`src/rtl/arm_mem_pkg.sv`:
```
// Shared types and constants for the MEM-stage SRAM responder.
package arm_mem_pkg;

  typedef enum logic [1:0] {IDLE, LO, HI, DONE} mem_state_t;

  localparam int unsigned ADDR_BASE_DEFAULT = 1024;
  localparam int unsigned SRAM_DW           = 16;

endpackage

```
`src/rtl/sram_responder_if.sv`:
```
// Request/response bus between the MEM stage (master) and the SRAM responder (slave).
interface sram_responder_if;

  logic        rd_en;
  logic        wr_en;
  logic [31:0] address;
  logic [31:0] wr_data;
  logic [31:0] rd_data;
  logic        ready;

  modport master (
    output rd_en,
    output wr_en,
    output address,
    output wr_data,
    input  rd_data,
    input  ready
  );

  modport slave (
    input  rd_en,
    input  wr_en,
    input  address,
    input  wr_data,
    output rd_data,
    output ready
  );

endinterface

```
`src/rtl/sram_responder.sv`:
```
// Splits each 32-bit MEM request into two 16-bit async SRAM phases and holds ready low meanwhile.
module sram_responder
  import arm_mem_pkg::*;
#(
  parameter int unsigned WAIT_CYCLES = 2,
  parameter int unsigned ADDR_BASE   = ADDR_BASE_DEFAULT,
  parameter int unsigned SRAM_AW     = 18
) (
  input  logic               clk,
  input  logic               rst,
  sram_responder_if.slave    bus,
  output logic [SRAM_AW-1:0] sram_addr,
  output logic [SRAM_DW-1:0] sram_dq_out,
  output logic               sram_dq_oe,
  input  logic [SRAM_DW-1:0] sram_dq_in,
  output logic               sram_we_n,
  output logic               sram_oe_n
);

  localparam int unsigned WidxW = SRAM_AW - 1;
  localparam logic [3:0]  LastCnt = 4'(WAIT_CYCLES - 1);

  mem_state_t       state_q;
  logic [3:0]       cnt_q;
  logic             wr_q;
  logic [WidxW-1:0] widx_q;
  logic [31:0]      wdata_q;
  logic [31:0]      rd_data_q;

  logic             req;
  logic [31:0]      offset;
  logic [WidxW-1:0] widx_in;
  logic             last;
  logic [3:0]       cnt_inc;

  assign req     = bus.rd_en | bus.wr_en;
  assign offset  = bus.address - 32'(ADDR_BASE);
  // Word index wraps silently to the SRAM size; byte offset bits are ignored.
  assign widx_in = offset[WidxW+1:2];
  assign last    = (cnt_q == LastCnt);
  assign cnt_inc = cnt_q + 4'd1;

  logic unused_offset;
  assign unused_offset = ^{offset[31:WidxW+2], offset[1:0]};

  always_ff @(posedge clk or negedge rst) begin
    if (!rst) begin
      state_q     <= IDLE;
      cnt_q       <= 4'd0;
      wr_q        <= 1'b0;
      widx_q      <= '0;
      wdata_q     <= 32'd0;
      rd_data_q   <= 32'd0;
      sram_addr   <= '0;
      sram_dq_out <= '0;
      sram_dq_oe  <= 1'b0;
      sram_we_n   <= 1'b1;
      sram_oe_n   <= 1'b1;
    end else begin
      unique case (state_q)
        IDLE: begin
          if (req) begin
            // A simultaneous read+write is treated as a write.
            state_q    <= LO;
            cnt_q      <= 4'd0;
            wr_q       <= bus.wr_en;
            widx_q     <= widx_in;
            wdata_q    <= bus.wr_data;
            sram_addr  <= {widx_in, 1'b0};
            sram_dq_oe <= bus.wr_en;
            sram_we_n  <= ~bus.wr_en;
            sram_oe_n  <= bus.wr_en;
            if (bus.wr_en) begin
              sram_dq_out <= bus.wr_data[15:0];
            end
          end
        end
        LO, HI: begin
          if (last) begin
            cnt_q <= 4'd0;
            if (!wr_q) begin
              if (state_q == LO) begin
                rd_data_q[15:0] <= sram_dq_in;
              end else begin
                rd_data_q[31:16] <= sram_dq_in;
              end
            end
            if (state_q == LO) begin
              state_q   <= HI;
              sram_addr <= {widx_q, 1'b1};
              sram_we_n <= ~wr_q;
              if (wr_q) begin
                sram_dq_out <= wdata_q[31:16];
              end
            end else begin
              state_q    <= DONE;
              sram_we_n  <= 1'b1;
              sram_oe_n  <= 1'b1;
              sram_dq_oe <= 1'b0;
            end
          end else begin
            cnt_q     <= cnt_inc;
            // Last cycle of a write phase is recovery: we_n high, addr/data stable.
            sram_we_n <= ~wr_q | (cnt_inc == LastCnt);
          end
        end
        DONE: begin
          state_q <= IDLE;
        end
      endcase
    end
  end

  assign bus.rd_data = rd_data_q;
  assign bus.ready   = (state_q == DONE) | ((state_q == IDLE) & ~req);

endmodule

```
`src/flat_wrapper.sv`:
```
// flat-port wrapper written by rule: the top's interface ports become plain ports
module sram_responder_flat import arm_mem_pkg::*;
#(
  parameter int unsigned WAIT_CYCLES = 2,
  parameter int unsigned ADDR_BASE   = ADDR_BASE_DEFAULT,
  parameter int unsigned SRAM_AW     = 18
)
  (clk, rst, sram_addr, sram_dq_out, sram_dq_oe, sram_dq_in, sram_we_n, sram_oe_n, bus_rd_en, bus_wr_en, bus_address, bus_wr_data, bus_rd_data, bus_ready);
  sram_responder_if bus_i ();
  input  logic clk;
  input  logic rst;
  output logic [SRAM_AW-1:0] sram_addr;
  output logic [SRAM_DW-1:0] sram_dq_out;
  output logic sram_dq_oe;
  input  logic [SRAM_DW-1:0] sram_dq_in;
  output logic sram_we_n;
  output logic sram_oe_n;
  input wire logic [$bits(bus_i.rd_en)-1:0] bus_rd_en;
  input wire logic [$bits(bus_i.wr_en)-1:0] bus_wr_en;
  input wire logic [$bits(bus_i.address)-1:0] bus_address;
  input wire logic [$bits(bus_i.wr_data)-1:0] bus_wr_data;
  output wire logic [$bits(bus_i.rd_data)-1:0] bus_rd_data;
  output wire logic [$bits(bus_i.ready)-1:0] bus_ready;
  assign bus_i.rd_en = bus_rd_en;
  assign bus_i.wr_en = bus_wr_en;
  assign bus_i.address = bus_address;
  assign bus_i.wr_data = bus_wr_data;
  assign bus_rd_data = bus_i.rd_data;
  assign bus_ready = bus_i.ready;
  sram_responder #(.WAIT_CYCLES(WAIT_CYCLES), .ADDR_BASE(ADDR_BASE), .SRAM_AW(SRAM_AW)) u_core (.clk(clk), .rst(rst), .bus(bus_i), .sram_addr(sram_addr), .sram_dq_out(sram_dq_out), .sram_dq_oe(sram_dq_oe), .sram_dq_in(sram_dq_in), .sram_we_n(sram_we_n), .sram_oe_n(sram_oe_n));
endmodule
```
`config.mk`:
```
export PLATFORM = sky130hd
export DESIGN_NAME = sram_responder_flat
export DESIGN_NICKNAME = d
export VERILOG_FILES = /design/src/rtl/arm_mem_pkg.sv /design/src/rtl/sram_responder_if.sv /design/src/rtl/sram_responder.sv /design/src/flat_wrapper.sv
export SDC_FILE = /design/constraint.sdc
export NUM_CORES = 1
export LEC_CHECK = 0
export BUFFER_PORTS_ARGS = -buffer_cell sky130_fd_sc_hd__buf_2
export CAP_MARGIN = 20
export CORE_UTILIZATION = 38
export CTS_CLUSTER_SIZE = 10
export DETAILED_ROUTE_END_ITERATION = 8
export PLACE_DENSITY = 0.73
export SETUP_SLACK_MARGIN = 0.1
export SLEW_MARGIN = 20
export SYNTH_ARGS = -nofsm -noshare
export SYNTH_HDL_FRONTEND = slang
export SYNTH_SLANG_ARGS = --single-unit
```
`constraint.sdc`:
```
create_clock -name clk -period 2.3 [get_ports clk]
set_input_delay 0.23 -clock clk [delete_from_list [all_inputs] [get_ports clk]]
set_output_delay 0.23 -clock clk [all_outputs]
set_load 0.02 [all_outputs]
```
==> impl_metrics.tcl <==
set metrics [dict create \
    required_ns 2.52 \
    synthCells 385 \
    postLayoutCellArea_sq_um 6120 \
    synth_edf_count 0 \
    yosysMostFrequentCell "dfrtp_1" \
    synth_area_leaders "dfrtp_1 57%, mux2_2 11%, mux2i_1 3.6%" \
    clock-root-buffer "clkbuf_16" \
    p_per_area_nw_per_um2 1590 \
    synth_top_area_frac 0.567 \
    cts_tree "done" \
    finalMaxSlewViolations 0 \
    cp.arrival_ns 2.31 \
    dp_hpwl_mm 7.54 \
    grt_setup_unrepaired "false" \
    dr.first_iter.drc_count 109 \
    synth_nets 477 \
    p_leak_nw 2.91 \
    ant_nets 0 \
    p_sw_mw 3.80 \
    synth_cell_types 45 \
    hold_viol_final 0 \
    worst_hold_path_type "in -> reg" \
    rows 40 \
    grt_pass1_wl_mm 17.2 \
    setup_ws_ns 0.208 \
    period_share 0.910 \
    register_area_sq_um 2730 \
    ir_drop_mv 0.693 \
    cts.sinks 109 \
    cp_max_fo 16 \
    p_clk_frac 0.159 \
    start_util 0.392 \
    pre_cts_ws_ns -0.0914 \
    io_buffer_count 138 \
    synth-main-ff-cell "dfrtp_1" \
    tightestPinTransition_ns 0.716 \
    final_nets 628 \
    hold_depth 2 \
    area_growth_pct 29.5 \
    swShare 0.390 \
    placed_cells_incl_taps 686 \
    power.total_mw 9.73 \
    skew_ns 0.00782 \
    clock_path_buffers 2 \
    wire_per_inst_microns 15.1 \
    fin_cells 709 \
    clk_latency_ns 0.34 \
    max_freq_mhz 478 \
    cts_buffers 9 \
    grt-ovfl-total 0 \
    syn_avg_cell_area_sq_um 12.3 \
    p_comb_frac 0.489 \
    outcome "finished, final reports clean" \
    synthArstFlopShare 1.00 \
    setup_viol 0 \
    fin_crit_ns 2.09 \
    n_fill_cell 1058 \
    antenna_found_initial 0 \
    io_pins 154 \
    drv_cap 0 \
    yosysTopAreaCell "dfrtp_1" \
    die_area_sq_um 12900 \
    die_h_microns 114 \
    synth_commonest_cells "107 x dfrtp_1, 47 x mux2_2, 41 x nor2_1" \
    syn-cell-area_sq_um 4730 \
    p_int_mw 5.93 \
    placedInstanceArea_sq_um 5700 \
    yosysSeqAreaShare 0.578 \
    cp-end-kind "flip-flop" \
    yosys_warnings 0 \
    die_w_microns 114 \
    grt_usage 0.172 \
    start_kind "flip-flop" \
    routed_wl_mm 10.7 \
    insertedDiodeCount 0 \
    drc 0 \
    via_per_inst 4.98 \
    ys_ff_latch 109 \
    grt_pass1_vias 3648 \
    vias 3530 \
    grt_max_degree 43 \
    r2r_cells 6 \
    drive_gt1_frac 0.451 \
    multiInputGateArea_sq_um 1940 \
    core_area_sq_um 12100 \
    path_clk_slew_ns 0.07 \
    setup_tns_ns 0 \
    seq_power_share 0.353 \
    relSlewSlack 0.519 \
    h-tree-depth 3 \
    worst-setup-path-type "reg -> reg" \
    gp_congestion 0.802 \
    drtPass1Iterations 4 \
]
logic make-up after synthesis:
family | count (synthesis) | share of synthesized area
AOI/OAI and AO/OA | 74 | 0.0966
xor gates and xnor gates | 7 | 0.0130
adders and majority gates | 8 | 0.0212
buffers and inverters | 28 | 0.0265
DFF | 109 | 0.578
muxes | 74 | 0.180
and+or+nand+nor | 85 | 0.0853
flip-flops by register name, indices dropped and copies added, names as in the netlist:
register	flops
u_core.bus.rd_data	32
u_core.cnt_q	4
u_core.sram_addr	18
u_core.sram_dq_oe	1
u_core.sram_dq_out	16
u_core.sram_oe_n	1
u_core.sram_we_n	1
u_core.state_q	2
u_core.wdata_q	16
u_core.widx_q	17
u_core.wr_q	1
cell type report:
| class | instances | area share |
|---|---|---|
| repair buffers | 159 | 0.147 |
| well taps | 168 | 0.0344 |
| clock buffers | 14 | 0.0481 |
| inverters | 9 | 0.00552 |
| multi-input cells | 248 | 0.317 |
| flip-flops and latches | 109 | 0.446 |
| clock inverters | 2 | 0.00225 |
final timing paths:
check | from | to | slack (ns)
setup / recovery | u_core.state_q[1] | u_core.bus.rd_data[5] | 0.21
hold / removal | bus_wr_data[16] | u_core.wdata_q[16] | 0.12
setup reg to reg | u_core.state_q[1] | u_core.bus.rd_data[5] | 0.21
hold reg to reg | u_core.widx_q[14] | u_core.widx_q[14] | 0.48
max in group asynchronous | rst | u_core.bus.rd_data[16] | 1.13
min in group asynchronous | rst | u_core.bus.rd_data[6] | 0.42
stage by stage:
stage / hold slack, ns / utilization
2_1_floorplan: -0.0656 / -
3_3_place_gp: 0.237 / 0.472
3_5_place_dp: 0.260 / 0.472
4_1_cts: 0.0992 / 0.500
5_1_grt: 0.0978 / 0.507
6_report: 0.116 / 0.507
routing by layer:
metal	vias to the layer above	part of all wire	track usage	wire (microns)
met5	-	0	0	0
met4	0	0.018	0.0789	194
met1	1726	0.43	0.202	4650
li1	1664	-	-	-
met3	14	0.071	0.0494	760
met2	126	0.48	0.290	5110
repair_timing:
item                                    CTS  global route
pin swaps                                 0             1
resized for setup                         2             6
endpoints found under the setup margin   23            49
cloned                                    0             1
setup buffers                             1             4
endpoints found under the hold margin    40             0
hold buffers                              1             0
critical path, stage by stage (launching register included):
cell	delay [ns]
dfrtp_1	0.39
inv_1	0.09
ha_2	0.39
nand4bb_4	0.20
or3_1	0.35
buf_4	0.23
mux2_4	0.32
power by group through the flow:
stage	Sequential, mW	Combinational, mW	Clock, mW
3_3_place_gp	3.41	4.37	0
4_1_cts	3.44	4.55	1.61
2_1_floorplan	4.14	2.38	0
3_5_place_dp	3.47	4.52	0
6_report	3.43	4.75	1.54
5_1_grt	3.56	5.19	1.69
layout by cell type (no fill, tap or decap), types with 2 or more instances in the layout:
cell type / count
nor2b_1: 3
dfrtp_1: 107
mux2i_1: 17
clkbuf_16: 10
o22a_1: 2
buf_2: 137
ha_1: 7
nand2b_1: 3
buf_12: 2
and3_1: 2
or3_1: 2
nand2_1: 17
a21oi_1: 22
nand3_1: 2
xnor2_1: 2
nor3b_1: 2
inv_1: 9
xor2_1: 5
a22o_1: 4
clkbuf_8: 5
mux2_2: 47
nor3_1: 4
o22ai_1: 14
a22oi_1: 5
mux2_4: 10
dfstp_2: 2
o21ai_0: 16
buf_4: 17
nor2_1: 41
(Power assumes the default switching activity.)
